===== config.mk =====
export PLATFORM = sky130hd
export DESIGN_NAME = pipeline_stall_sequencer
export DESIGN_NICKNAME = d
export VERILOG_FILES = /design/src/rtl/pipeline_stall_sequencer_pkg.sv /design/src/rtl/pipeline_stall_sequencer_sat_counter.sv /design/src/rtl/pipeline_stall_sequencer.sv
export SDC_FILE = /design/constraint.sdc
export NUM_CORES = 1
export LEC_CHECK = 0
export CORE_ASPECT_RATIO = 0.8
export CORE_MARGIN = 2
export CORE_UTILIZATION = 50
export CTS_CLUSTER_DIAMETER = 80
export DETAILED_ROUTE_END_ITERATION = 10
export GPL_ROUTABILITY_DRIVEN = 0
export HOLD_SLACK_MARGIN = 0.02
export PLACE_DENSITY = 0.76
export RECOVER_POWER = 25
export SLEW_MARGIN = 20
export SYNTH_ARGS = -nofsm -noshare
export SYNTH_HDL_FRONTEND = slang
export SYNTH_SLANG_ARGS = --single-unit

===== constraint.sdc =====
create_clock -name Clk -period 4.1 [get_ports Clk]
set_clock_uncertainty 0.1 [all_clocks]
set_input_delay 0.615 -clock Clk [delete_from_list [all_inputs] [get_ports Clk]]
set_output_delay 0.615 -clock Clk [all_outputs]
set_load 0.005 [all_outputs]

===== src/rtl/pipeline_stall_sequencer_pkg.sv =====
`default_nettype none
// ============================================================================
// Module      : pipeline_stall_sequencer_pkg
// Description : Shared state encoding and default parameter values for the
//               5-stage pipeline stall/flush sequencer.
// Revision    : 1.0  initial release
// ============================================================================
package pipeline_stall_sequencer_pkg;

  // Sequencer states; the encoding is fixed so it can be observed in debug.
  typedef enum logic [1:0] {
    RUN     = 2'd0,
    LU_HOLD = 2'd1,
    MC_WAIT = 2'd2,
    FLUSH   = 2'd3
  } state_t;

  localparam int DEF_FLUSH_CYCLES = 1;
  localparam int DEF_MC_TIMEOUT   = 64;

  // Counter widths sized for the largest legal FLUSH_CYCLES / MC_TIMEOUT.
  localparam int FLUSH_CNT_W = 4;
  localparam int WAIT_CNT_W  = 10;

endpackage
`default_nettype wire


===== src/rtl/pipeline_stall_sequencer_sat_counter.sv =====
`default_nettype none
// ============================================================================
// Module      : sat_counter
// Description : Up-counter with enable that sticks at all-ones instead of
//               wrapping; asynchronous active-low clear.
// Revision    : 1.0  initial release
// ============================================================================
module sat_counter #(
  parameter int WIDTH = 32
) (
  input  logic             clk,
  input  logic             clr_n,
  input  logic             en,
  output logic [WIDTH-1:0] count
);

  // Count enabled cycles, holding once every bit is set.
  always_ff @(posedge clk or negedge clr_n) begin
    if (!clr_n) begin
      count <= '0;
    end else if (en && (count != {WIDTH{1'b1}})) begin
      count <= count + 1'b1;
    end
  end

endmodule
`default_nettype wire


===== src/rtl/pipeline_stall_sequencer.sv =====
`default_nettype none
// ============================================================================
// Module      : pipeline_stall_sequencer
// Description : Mealy stall / bubble / flush sequencer for the 5-stage MIPS
//               pipeline: branch flush, load-use stall, multi-cycle unit wait
//               with timeout, and a saturating stall-cycle counter.
// Revision    : 1.0  initial release
// ============================================================================
module pipeline_stall_sequencer
  import pipeline_stall_sequencer_pkg::*;
#(
  parameter int FLUSH_CYCLES = DEF_FLUSH_CYCLES,
  parameter int MC_TIMEOUT   = DEF_MC_TIMEOUT,
  parameter int CNT_W        = 32
) (
  input  logic             Clk,
  input  logic             Reset,
  input  logic             LoadUse_Req,
  input  logic             Branch_Taken,
  input  logic             MC_Start,
  input  logic             MC_Done,
  output logic             PC_Write,
  output logic             IFID_Write,
  output logic             IFID_Flush,
  output logic             IDEX_Bubble,
  output logic             MC_Busy,
  output logic             MC_Error,
  output logic [CNT_W-1:0] StallCount
);

  state_t                 state, state_nxt;
  logic [FLUSH_CNT_W-1:0] flush_cnt, flush_cnt_nxt;
  logic [WAIT_CNT_W-1:0]  wait_cnt, wait_cnt_nxt;
  logic                   err_set;
  logic                   pc_we, ifid_we, ifid_fl, idex_bub, busy;

  // State, flush/wait counters and the sticky timeout flag.
  always_ff @(posedge Clk or negedge Reset) begin
    if (!Reset) begin
      state     <= RUN;
      flush_cnt <= '0;
      wait_cnt  <= '0;
      MC_Error  <= 1'b0;
    end else begin
      state     <= state_nxt;
      flush_cnt <= flush_cnt_nxt;
      wait_cnt  <= wait_cnt_nxt;
      if (err_set) begin
        MC_Error <= 1'b1;
      end
    end
  end

  // Next-state and Mealy outputs; branch beats load-use beats MC_Start.
  always_comb begin
    state_nxt     = state;
    flush_cnt_nxt = flush_cnt;
    wait_cnt_nxt  = wait_cnt;
    err_set       = 1'b0;
    pc_we         = 1'b1;
    ifid_we       = 1'b1;
    ifid_fl       = 1'b0;
    idex_bub      = 1'b0;
    busy          = 1'b0;
    case (state)
      RUN, LU_HOLD: begin
        if (Branch_Taken) begin
          ifid_fl  = 1'b1;
          idex_bub = 1'b1;
          if (FLUSH_CYCLES > 1) begin
            state_nxt     = FLUSH;
            flush_cnt_nxt = FLUSH_CNT_W'(FLUSH_CYCLES - 1);
          end else begin
            state_nxt = RUN;
          end
        end else if (LoadUse_Req && (state == RUN)) begin
          // The producer moves to MEM next cycle, so LU_HOLD masks the request.
          pc_we     = 1'b0;
          ifid_we   = 1'b0;
          idex_bub  = 1'b1;
          state_nxt = LU_HOLD;
        end else if (MC_Start) begin
          // Issue cycle advances normally; the stall starts in MC_WAIT.
          state_nxt    = MC_WAIT;
          wait_cnt_nxt = '0;
        end else begin
          state_nxt = RUN;
        end
      end
      FLUSH: begin
        ifid_fl       = 1'b1;
        idex_bub      = 1'b1;
        flush_cnt_nxt = flush_cnt - 1'b1;
        if (flush_cnt <= FLUSH_CNT_W'(1)) begin
          state_nxt = RUN;
        end
      end
      MC_WAIT: begin
        busy = 1'b1;
        if (MC_Done) begin
          state_nxt = RUN;
        end else begin
          pc_we    = 1'b0;
          ifid_we  = 1'b0;
          idex_bub = 1'b1;
          if (wait_cnt == WAIT_CNT_W'(MC_TIMEOUT - 1)) begin
            err_set   = 1'b1;
            state_nxt = RUN;
          end else begin
            wait_cnt_nxt = wait_cnt + 1'b1;
          end
        end
      end
      default: begin
        state_nxt = RUN;
      end
    endcase
  end

  // All control outputs read 0 while reset is held.
  assign PC_Write    = Reset & pc_we;
  assign IFID_Write  = Reset & ifid_we;
  assign IFID_Flush  = Reset & ifid_fl;
  assign IDEX_Bubble = Reset & idex_bub;
  assign MC_Busy     = Reset & busy;

  sat_counter #(
    .WIDTH (CNT_W)
  ) u_stall_cnt (
    .clk   (Clk),
    .clr_n (Reset),
    .en    (~pc_we),
    .count (StallCount)
  );

endmodule
`default_nettype wire


==> impl_results.md, run 1 <==
- Fraction of layout cells with a size suffix above 1: 0.0638
- Final HPWL DP: ~3700 um
- P per Cell Area: 379 nW/um2
- FFs w/ async S/R, synth: 1.00
- Synth area leader: dfrtp_1
- DRC: 0
- Layout fillers: 372
- Max_slew headroom: -0.131
- CTS Hold Bufs: 0
- Util after Layout: 0.648
- Die Width: between 80 and 90 um
- H-tree level count: 2
- Post-route minimum period: 3050 ps
- Synth Area per Inst: 10.5 um2
- Design Area, Final: 3050 um2
- Initial Util: 0.531
- Clock Path Buffers: 2
- Period utilization: 0.744
- WP buf/inv: 2
- Mapped Area: ~2500 um2
- Kind of critical path: in2out
- Yosys top cell area share: 0.491
- Routed vias/inst: between 5 and 6
- Average wire per standard cell: 14.8 um
- GRT Overall Usage: 0.197
- Maxcap violations: 1
- Crit path top cell by count: clkdlybuf4s50_1
- Final WL: 5060 um
- Critical Path RT: between 3000 and 4000 ps
- First-pass GRT wire length: 8630 um
- Nets: about 290
- Failing checks: capacitance limit, slew limit
- Clk_lat worst skew: approximately 300 ps
- Starting DRT DRC Count: 98
- Die Area: around 5600 um2
- Flop2flop setup slack: roughly 1600 ps
- Clk pin slew, worst setup/hold paths: 80 ps
- Overall Power: ~1.2 mW
- Worst-path cell chain: clkdlybuf4s50_1, or4b_4, and3_1, clkdlybuf4s50_1
- Slowest stage delay, CP: 560 ps
- Most frequent cell after synthesis: dfrtp_1
- Leak: between 1 and 1.5 nW
- Crit path max-delay family: buffers and inverters
- Slew @ Worst Pin: 1700 ps
- Clock sink count: 49
- Outcome: finished, violations left
- Largest net degree at the start of global routing: 33
- Synth unique cells: 47
- Root Buffer: clkbuf_8
- I/O pin count: 44
- Post-synth top flop: dfrtp_1
- Die height: 67.2 um
- Critical Path Start Type: input pin
- Ant diodes: 0
- Hold Crit Class: reg2reg
- Achievable frequency: 0.328 GHz
- CTS Buf Count: 5
- Final Hold Viols: 0
- Critical path peak fanout: 4
- Overflow after GRT: 0
- Setup total negative slack: 0 ps
- TritonRoute pass-1 iters: 4
- Register area: approximately 1200 um2
- Cell count after synthesis: 237
- Yosys warns: 0
- Peak VDD IR: roughly 0.29 mV
- RSZ-0062 raised after global routing: no
- Final Slew Violations: 33
- Crit end category: output port
- Critical path's slowest cell: or4b_4
- Antenna-violating nets left: 0
- Core ar.: ~4700 um2
- Multi-input logic area: 1210 um2
- Post_cts resized: 0
- # setup viols final: 0
- Synthesized net count: 247
- Placed Area: between 2000 and 3000 um2
- #FFs+latches synth: 49
- Largest cells by area after synthesis: dfrtp_1 (49%), xnor2_1 (7.4%), xor2_1 (4.2%), nand2_1 (3.6%), and3_1 (3.0%)
- Vias in the first global route: 1816
- Row cnt: 22
- Number of synthesized flops with an enable pin: 0
- Via count: 1925
- Clock tree from TritonCTS: yes
- Port bufs: 43
- Post-synth top cells: dfrtp_1 (49), nand2_1 (24), xnor2_1 (21)
- Register area share after synthesis: 0.491
- Worst EP arrival: about 2300 ps
- Number of antenna violations at the first check in global routing: 0
- Area grow syn2layout: 22.1%
- Setup bufs post-CTS: 0
cells in the final DEF (no fill, tap or decap), types with 3 or more instances in the layout:
cell type / instances
a211o_1: 3
ha_1: 4
and4_1: 3
nand2b_1: 3
dfrtp_1: 49
clkdlybuf4s50_1: 42
o21ai_0: 7
nor3_1: 6
clkbuf_1: 3
inv_1: 6
nand2_1: 24
nor2_1: 18
nand3_1: 15
nand4_1: 10
and3_1: 12
xnor2_1: 21
a31oi_1: 4
xor2_1: 12
clkbuf_8: 6
routing by layer:
layer / part of all wire / track usage / wire length (um) / up-vias
met1: 0.51 / 0.290 / 2600 / 943
li1: - / - / - / 938
met2: 0.44 / 0.284 / 2220 / 39
met4: 0.0095 / 0.0533 / 48 / 0
met3: 0.039 / 0.0575 / 196 / 5
met5: 0 / 0 / 0 / -
flip-flops by register name, indices dropped and copies added (netlist names):
name and count:
MC_Error 1, state 2, u_stall_cnt.count 32, flush_cnt 4, wait_cnt 10
area by class of cell:
class                           instances  share of cell area
Multi-Input combinational cell        176               0.397
Inverter                                6             0.00738
Tap cell                               60              0.0246
Timing Repair Buffer                   44               0.140
Sequential cell                        49               0.402
Clock buffer                            7              0.0283
per-stage QoR:
step / cells / hold WS (ps) / setup WS (ps)
after floorplan: 237 / 219 / 1890
after global placement: 335 / 353 / 1070
after detailed placement: 335 / 358 / 1040
after CTS: 342 / 165 / 1040
after global routing: 342 / 387 / 891
final: 342 / 372 / 1050
path summary, 6_finish.rpt:
check | end | from | cells past startpoint
max | IFID_Write | Branch_Taken | 4
min | flush_cnt[3] | flush_cnt[3] | 1
max reg2reg | u_stall_cnt.count[5] | u_stall_cnt.count[8] | 5
min reg2reg | flush_cnt[3] | flush_cnt[3] | 1
max in group asynchronous | u_stall_cnt.count[18] | Reset | 2
min in group asynchronous | u_stall_cnt.count[1] | Reset | 1
power by group:
group | switching [mW] | leakage (nW) | internal, mW
clock | 0.148 | 0.0443 | 0.134
combinational | 0.110 | 0.678 | 0.139
sequential | 0.0826 | 0.636 | 0.543
cells by family (layout without fill, tap and decap cells):
| logic type | after synthesis | count (layout) | share of synthesized area |
|---|---|---|---|
| AO/OA/AOI/OAI | 29 | 29 | 0.0941 |
| XOR/XNOR | 33 | 33 | 0.116 |
| flip-flops | 49 | 49 | 0.491 |
| buffers and inverters | 12 | 57 | 0.0240 |
| multiplexers | 4 | 4 | 0.0170 |
| adder cells (fa/ha/maj) | 4 | 4 | 0.0200 |
| AND/OR/NAND/NOR | 106 | 106 | 0.238 |
No activity file was read; power rests on OpenSTA's default activity.
==> run 2, diff against run 1 <==
Clock period 4.1 ns to 3.1 ns, I/O delays scaled along.
==> impl_results.md, run 2 (synthesis gave the netlist of run 1 again) <==
- Outcome: completed
- Max_slew headroom: 0.161
- Largest registers: u_stall_cnt.count x32, wait_cnt x10, flush_cnt x4
- Critical path peak fanout: 4
- Clk pin slew, worst setup/hold paths: approximately 80 ps
- Critical Path Start Type: input pin
- Core ar.: 4710 um2
- Setup total negative slack: 0 ps
- I/O pin count: 44
- Fraction of layout cells with a size suffix above 1: 0.0767
- P per Cell Area: between 400 and 500 nW/um2
- Die Area: 5580 um2
- Multi-input logic area: 1210 um2
- Clock Path Buffers: 2
- RSZ-0062 raised after global routing: no
- Layout fillers: 362
- Ant diodes: 0
- Port bufs: 43
- Die height: 67.2 um
- Final Slew Violations: 0
- Clock sink count: 49
- Clk_lat worst skew: 300 ps
- Root Buffer: clkbuf_8
- Via count: 1935
- Post-route minimum period: around 2700 ps
- Overflow after GRT: 0
- Worst setup margin: 363 ps
- Commonest non-fill, non-tap cell in the layout: dfrtp_1
- Kind of critical path: in2out
- Average wire per standard cell: 14.9 um
- CTS Buf Count: 5
- Period utilization: 0.883
- Critical Path RT: 2530 ps
- Final Hold Viols: 0
- Most frequent cells in the layout: dfrtp_1 (49), clkdlybuf4s50_1 (42), nand2_1 (24)
- Largest net degree at the start of global routing: 24
- Slew @ Worst Pin: around 1300 ps
- Final WL: about 5200 um
- Antenna-violating nets left: 0
- Leak: 1.38 nW
- Row cnt: 22
- # setup viols final: 0
- Initial Util: 0.531
- Hold Crit Class: reg2reg
- Area grow syn2layout: 23.6%
- Peak VDD IR: between 0.4 and 0.5 mV
- Worst EP arrival: 2170 ps
- H-tree level count: 2
- Max FFs per register: 32
- Die Width: 83.0 um
- Register area: 1230 um2
- Crit end category: output port
- Routed vias/inst: 5.58
- Starting DRT DRC Count: 156
- GRT Overall Usage: 0.205
- Post_cts resized: 0
- Biggest register: u_stall_cnt.count
- Maxcap violations: 0
- Clock tree from TritonCTS: yes
- Setup WS pre-CTS: 360 ps
- First-pass GRT wire length: 9000 um
- Number of antenna violations at the first check in global routing: 0
- Nets: 297
- DRC: 0
- Achievable frequency: 0.365 GHz
- Hold_ws: about 370 ps
- Vias in the first global route: 1918
- Final HPWL DP: 3820 um
- TritonRoute pass-1 iters: 4
run 2: changes by cell type in the layout (fill, tap and decap cells not counted), sizes merged:
cell,previous run,this run
dlygate4sd3,0,1
buf,0,4
run 2: area by class of cell:
class                   count  share of cell area
repair buffers             49               0.151
inverters                   6             0.00729
well taps                  60              0.0243
multi-input cells         176               0.393
flip-flops and latches     49               0.397
clock buffers               7              0.0280
run 2: path summary, 6_finish.rpt:
check / from / end / slack (ps) / cells past startpoint
setup / recovery: Branch_Taken / PC_Write / 360 / 4
hold / removal: flush_cnt[3] / flush_cnt[3] / 370 / 1
setup reg to reg: u_stall_cnt.count[25] / u_stall_cnt.count[21] / 760 / 5
hold reg to reg: flush_cnt[3] / flush_cnt[3] / 370 / 1
max in group asynchronous: Reset / u_stall_cnt.count[9] / 960 / 3
min in group asynchronous: Reset / u_stall_cnt.count[0] / 480 / 2
run 2: per-stage QoR:
step	power [mW]	cell area, um2	util	cells
after floorplan	1.01	2500	-	237
after global placement	1.16	3000	0.637	339
final	1.54	3090	0.656	347
after global routing	1.64	3090	0.656	347
after detailed placement	1.17	3000	0.637	339
after CTS	1.55	3100	0.658	347
run 2: what timing repair did:
action	in CTS	in global routing
hold buffers	1	0
setup buffers	0	0
endpoints found under the hold margin	10	0
run 2: where the power goes:
| part | leakage, nW | internal, mW | switching, mW |
|---|---|---|---|
| logic | 0.701 | 0.189 | 0.150 |
| registers | 0.636 | 0.718 | 0.108 |
| clock network | 0.0443 | 0.177 | 0.198 |
| total | 1.38 | 1.08 | 0.456 |
run 2: layer usage:
layer | global-route usage | up-vias | routed length (um)
met3 | 0.0623 | 6 | 193
met2 | 0.308 | 35 | 2270
met5 | 0 | - | 0
met4 | 0.0574 | 0 | 44
li1 | - | 951 | -
met1 | 0.290 | 943 | 2660
run 2: critical path, stage by stage:
cell	delay [ps]
clkdlybuf4s50_1	480
or4b_4	560
and3_1	230
clkdlybuf4s50_1	440
==> edit 1: new RTL, settings of run 2 <==
Set the package constant `FLUSH_CNT_W` to 6 (it was 4).
--- a/src/rtl/pipeline_stall_sequencer_pkg.sv
+++ b/src/rtl/pipeline_stall_sequencer_pkg.sv
@@ -21,3 +21,3 @@
   // Counter widths sized for the largest legal FLUSH_CYCLES / MC_TIMEOUT.
-  localparam int FLUSH_CNT_W = 4;
+  localparam int FLUSH_CNT_W = 6;
   localparam int WAIT_CNT_W  = 10;
Behaviour: no difference found for any inputs over 10 cycles, from zero or initial values and one cycle with Reset low; that may be too few to reach the edited logic, so the function may still have changed.
==> edit 1 against run 2 <==
The flow now finishes with violations (max-capacitance violations, max-slew violations); critical path depth is the same; fmax grew 2.2%; count of clock-buffer cells in the layout shrank 1; cell area grew 0.77%; cell count grew 3.7%; wire length shrank 4.0%; setup slack gained 0.059 ns; sequential cell count grew 2; area after synthesis grew 1.6%; total power grew 0.40%; core utilization shrank 2.7 points.
==> edit 1: results (changes against run 2) <==
- FFs w/ async S/R, synth: 100% (unchanged)
- Status: finished, violations left
- Min-delay src: MC_Error
- Clk slew on worst S/H paths: 0.08 ns (about the same)
- Mean post-synth cell area: 10.1 sq um (-4.1%)
- Regs by FF count: u_stall_cnt.count (32), wait_cnt (10), flush_cnt (6)
- Post-synthesis adder-cell area fraction: 1.97% (-0.031 points)
- FF-to-FF End: u_stall_cnt.count[18]
- Mux cell area share after synthesis: 1.33% (-0.37 points)
- Pin count of the biggest net entering global routing: 31 (+29%)
- Share of layout cells above drive strength 1: 5.37% (-2.3 points)
- Max VDD drop: 0.000330 V (-31%)
- Sequential area share after synthesis: 50.3% (+1.2 points)
- Vias/cell: 5.46 (-2.0%)
- Critical Path AT: 2.11 ns (-0.06 ns)
- Worst reg-to-reg setup slack: 0.65 ns (-0.11 ns)
- Vias in the first global route: 1788 (-6.8%)
- Slew Limit Headroom: -2.24% (-18 points)
- Post-DP Area: 3030 sq um (+1.1%)
- Crit path max fanout: 5 (+1)
- Layout Cells excl Fill: 360 (+3.7%)
- Slowest cell delay on critical path: 0.54 ns (-0.02 ns)
- Final slew viol count: 31 (+31)
- Pre-CTS setup slack: 0.316 ns (-0.0447 ns)
- Placed cells: 353 (+4.1%)
- LEAKAGE: 1.41 nW (+2.2%)
- Post-synthesis xor/xnor area fraction: 11.4% (-0.18 points)
- Syn Nets: 261 (+5.7%)
- Setup bufs post-CTS: 0 (unchanged)
- Synth top area cells: dfrtp_1 (50%), xor2_1 (8.6%), nand2_1 (4.4%)
- Failing checks: max-capacitance violations, max-slew violations
- Unique masters post-synth: 46 (-2.1%)
- Diodes inserted: 0 (unchanged)
- Post-DP HPWL: 3740 um (-1.9%)
- Commonest cells in the synthesized netlist: dfrtp_1 (51), nand2_1 (30), xor2_1 (25), nand3_1 (18), nor2_1 (16)
- Fillers: 417 (+15%)
- CP Capture Point: IFID_Write
- R2r startpoint: u_stall_cnt.count[18]
- Final setup margin: 0.422 ns (+0.0589 ns)
- Iter 0 DRT Violations: 130 (-17%)
- Compound-Gate Fraction of Synth Area: 6.90% (-2.5 points)
- Max-cap violations: 1 (+1)
- Drt total wl: 4960 um (-4.0%)
- GRT Total Usage: 19.2% (-1.2 points)
- Hold Path End: MC_Error
- Nets: 308 (+3.7%)
- First-pass GRT wire length: 8530 um (-5.2%)
- Hold slack: 0.381 ns (+0.00809 ns)
edit 1: cell type report:
class / count / area, sq um / area share, %
Tap cell: 62 / 77.6 / 2.49
Sequential cell: 51 / 1280 / 41.0
Clock buffer: 6 / 82.6 / 2.65
Timing Repair Buffer: 46 / 439 / 14.1
Clock inverter: 1 / 5.00 / 0.161
Multi-Input combinational cell: 189 / 1210 / 39.0
Inverter: 5 / 18.8 / 0.603
edit 1: power by group:
part | switching (mW) | internal, mW
Clock | 0.198 | 0.175
Sequential | 0.107 | 0.746
Combinational | 0.144 | 0.176
edit 1: metal layers:
metal	wire (um)	vias up	share of wire (%)	global-route usage, %
met2	2010	46	40	27.2
met3	239	5	4.8	3.55
met1	2660	931	54	29.7
met4	52	0	1.0	6.65
met5	0	-	0	0
li1	-	985	-	-
edit 1: worst max-delay path, delay by kind of cell:
kind,cells,cell delay (ns)
buffers and inverters,2,0.89
AND/OR/NAND/NOR,2,0.76
==> edit 2: new RTL, settings of run 2 <==
Without the edit above. Register the output `StallCount`, without a reset; this adds one clock of latency there. The other outputs are not delayed to match.
--- a/src/rtl/pipeline_stall_sequencer.sv
+++ b/src/rtl/pipeline_stall_sequencer.sv
@@ -29,2 +29,4 @@
 );
+
+  logic [CNT_W-1:0] StallCount_d;
 
@@ -132,4 +134,8 @@
     .en    (~pc_we),
-    .count (StallCount)
+    .count (StallCount_d)
   );
+
+  always_ff @(posedge Clk) begin
+    StallCount <= StallCount_d;
+  end
 
Function: changed (a bounded check fails within 4 cycles, from zero or initial values and one cycle with Reset low).
==> edit 2 against run 2 <==
Combinational power is 3% higher; critical path type unchanged; setup slack better by 0.0043 ns; area after synthesis is 26% higher; highest routed layer unchanged; cell area is 25% higher; die area is 24% higher; cell count is 14% higher; via count is 7.1% higher; sequential cell count is 32 higher; largest cell class unchanged; fmax is 0.16% higher; critical path depth is 1 higher; total power is 60% higher; critical endpoint unchanged; wire length is 9.2% higher; count of clock-buffer cells in the layout is 6 higher.
==> edit 2: results (changes against run 2) <==
- Status: complete, no violations
- Slowest cell delay on critical path: 0.53 ns (-0.03 ns)
- Met3 GRT Util: 6.71% (+0.47 points)
- Syn Nets: 271 (+9.7%)
- Mean post-synth cell area: 12.0 sq um (+14%)
- Placed cells: 378 (+12%)
- Drt total wl: 5640 um (+9.2%)
- Hold slack: 0.318 ns (-0.0550 ns)
- Metal-1 WL: 2640 um (-0.94%)
- GRT met1 Usage: 23.8% (-5.2 points)
- First-pass GRT wire length: 9580 um (+6.4%)
- FF-to-FF End: wait_cnt[3]
- H-tree level count: 3 (+1)
- R2r startpoint: wait_cnt[6]
- Pre-CTS setup slack: 0.372 ns (+0.0117 ns)
- Via Count: 2072 (+7.1%)
- Cells on Worst Hold Path: 0 (-1)
- Slowest CP cell: clkdlybuf4s50_1
- GR Util met2: 29.2% (-1.6 points)
- Regs by FF count: StallCount (32), u_stall_cnt.count (32), wait_cnt (10)
- Sequential area share after synthesis: 59.5% (+10 points)
- Hold Path End: StallCount[28]
- Synth top area cells: dfrtp_1 (39%), dfxtp_1 (20%), xnor2_1 (8.1%)
- Num CTS Buffers: 9 (+4)
- Share of layout cells above drive strength 1: 9.24% (+1.6 points)
- Met3 wire length: 247 um (+28%)
edit 2: cell type report:
cell class                 count  area (sq um)
inverter                       4          15.0
clock buffer                  13           159
multi-input combinational    168          1200
fill                         484          2120
sequential                    81          1870
tap                           81           101
clock inverter                 3          65.1
timing repair buffer          45           443
edit 2: where the power goes:
group / switching [mW] / total [mW] / leakage (nW) / internal, mW
Sequential: 0.109 / 1.27 / 0.917 / 1.17
Clock: 0.351 / 0.848 / 0.114 / 0.497
Combinational: 0.160 / 0.348 / 0.595 / 0.188
Total: 0.620 / 2.47 / 1.63 / 1.85
edit 2: logic make-up after synthesis:
kind of cell             count (synthesis)  synth area share, %
AND/OR/NAND/NOR                        102                 19.6
flip-flops                              81                 59.5
XOR/XNOR                                34                 9.49
AO/OA/AOI/OAI                           27                 7.18
buffers and inverters                   12                 2.23
adder cells (fa/ha/maj)                  4                 1.60
multiplexers                             1                0.359
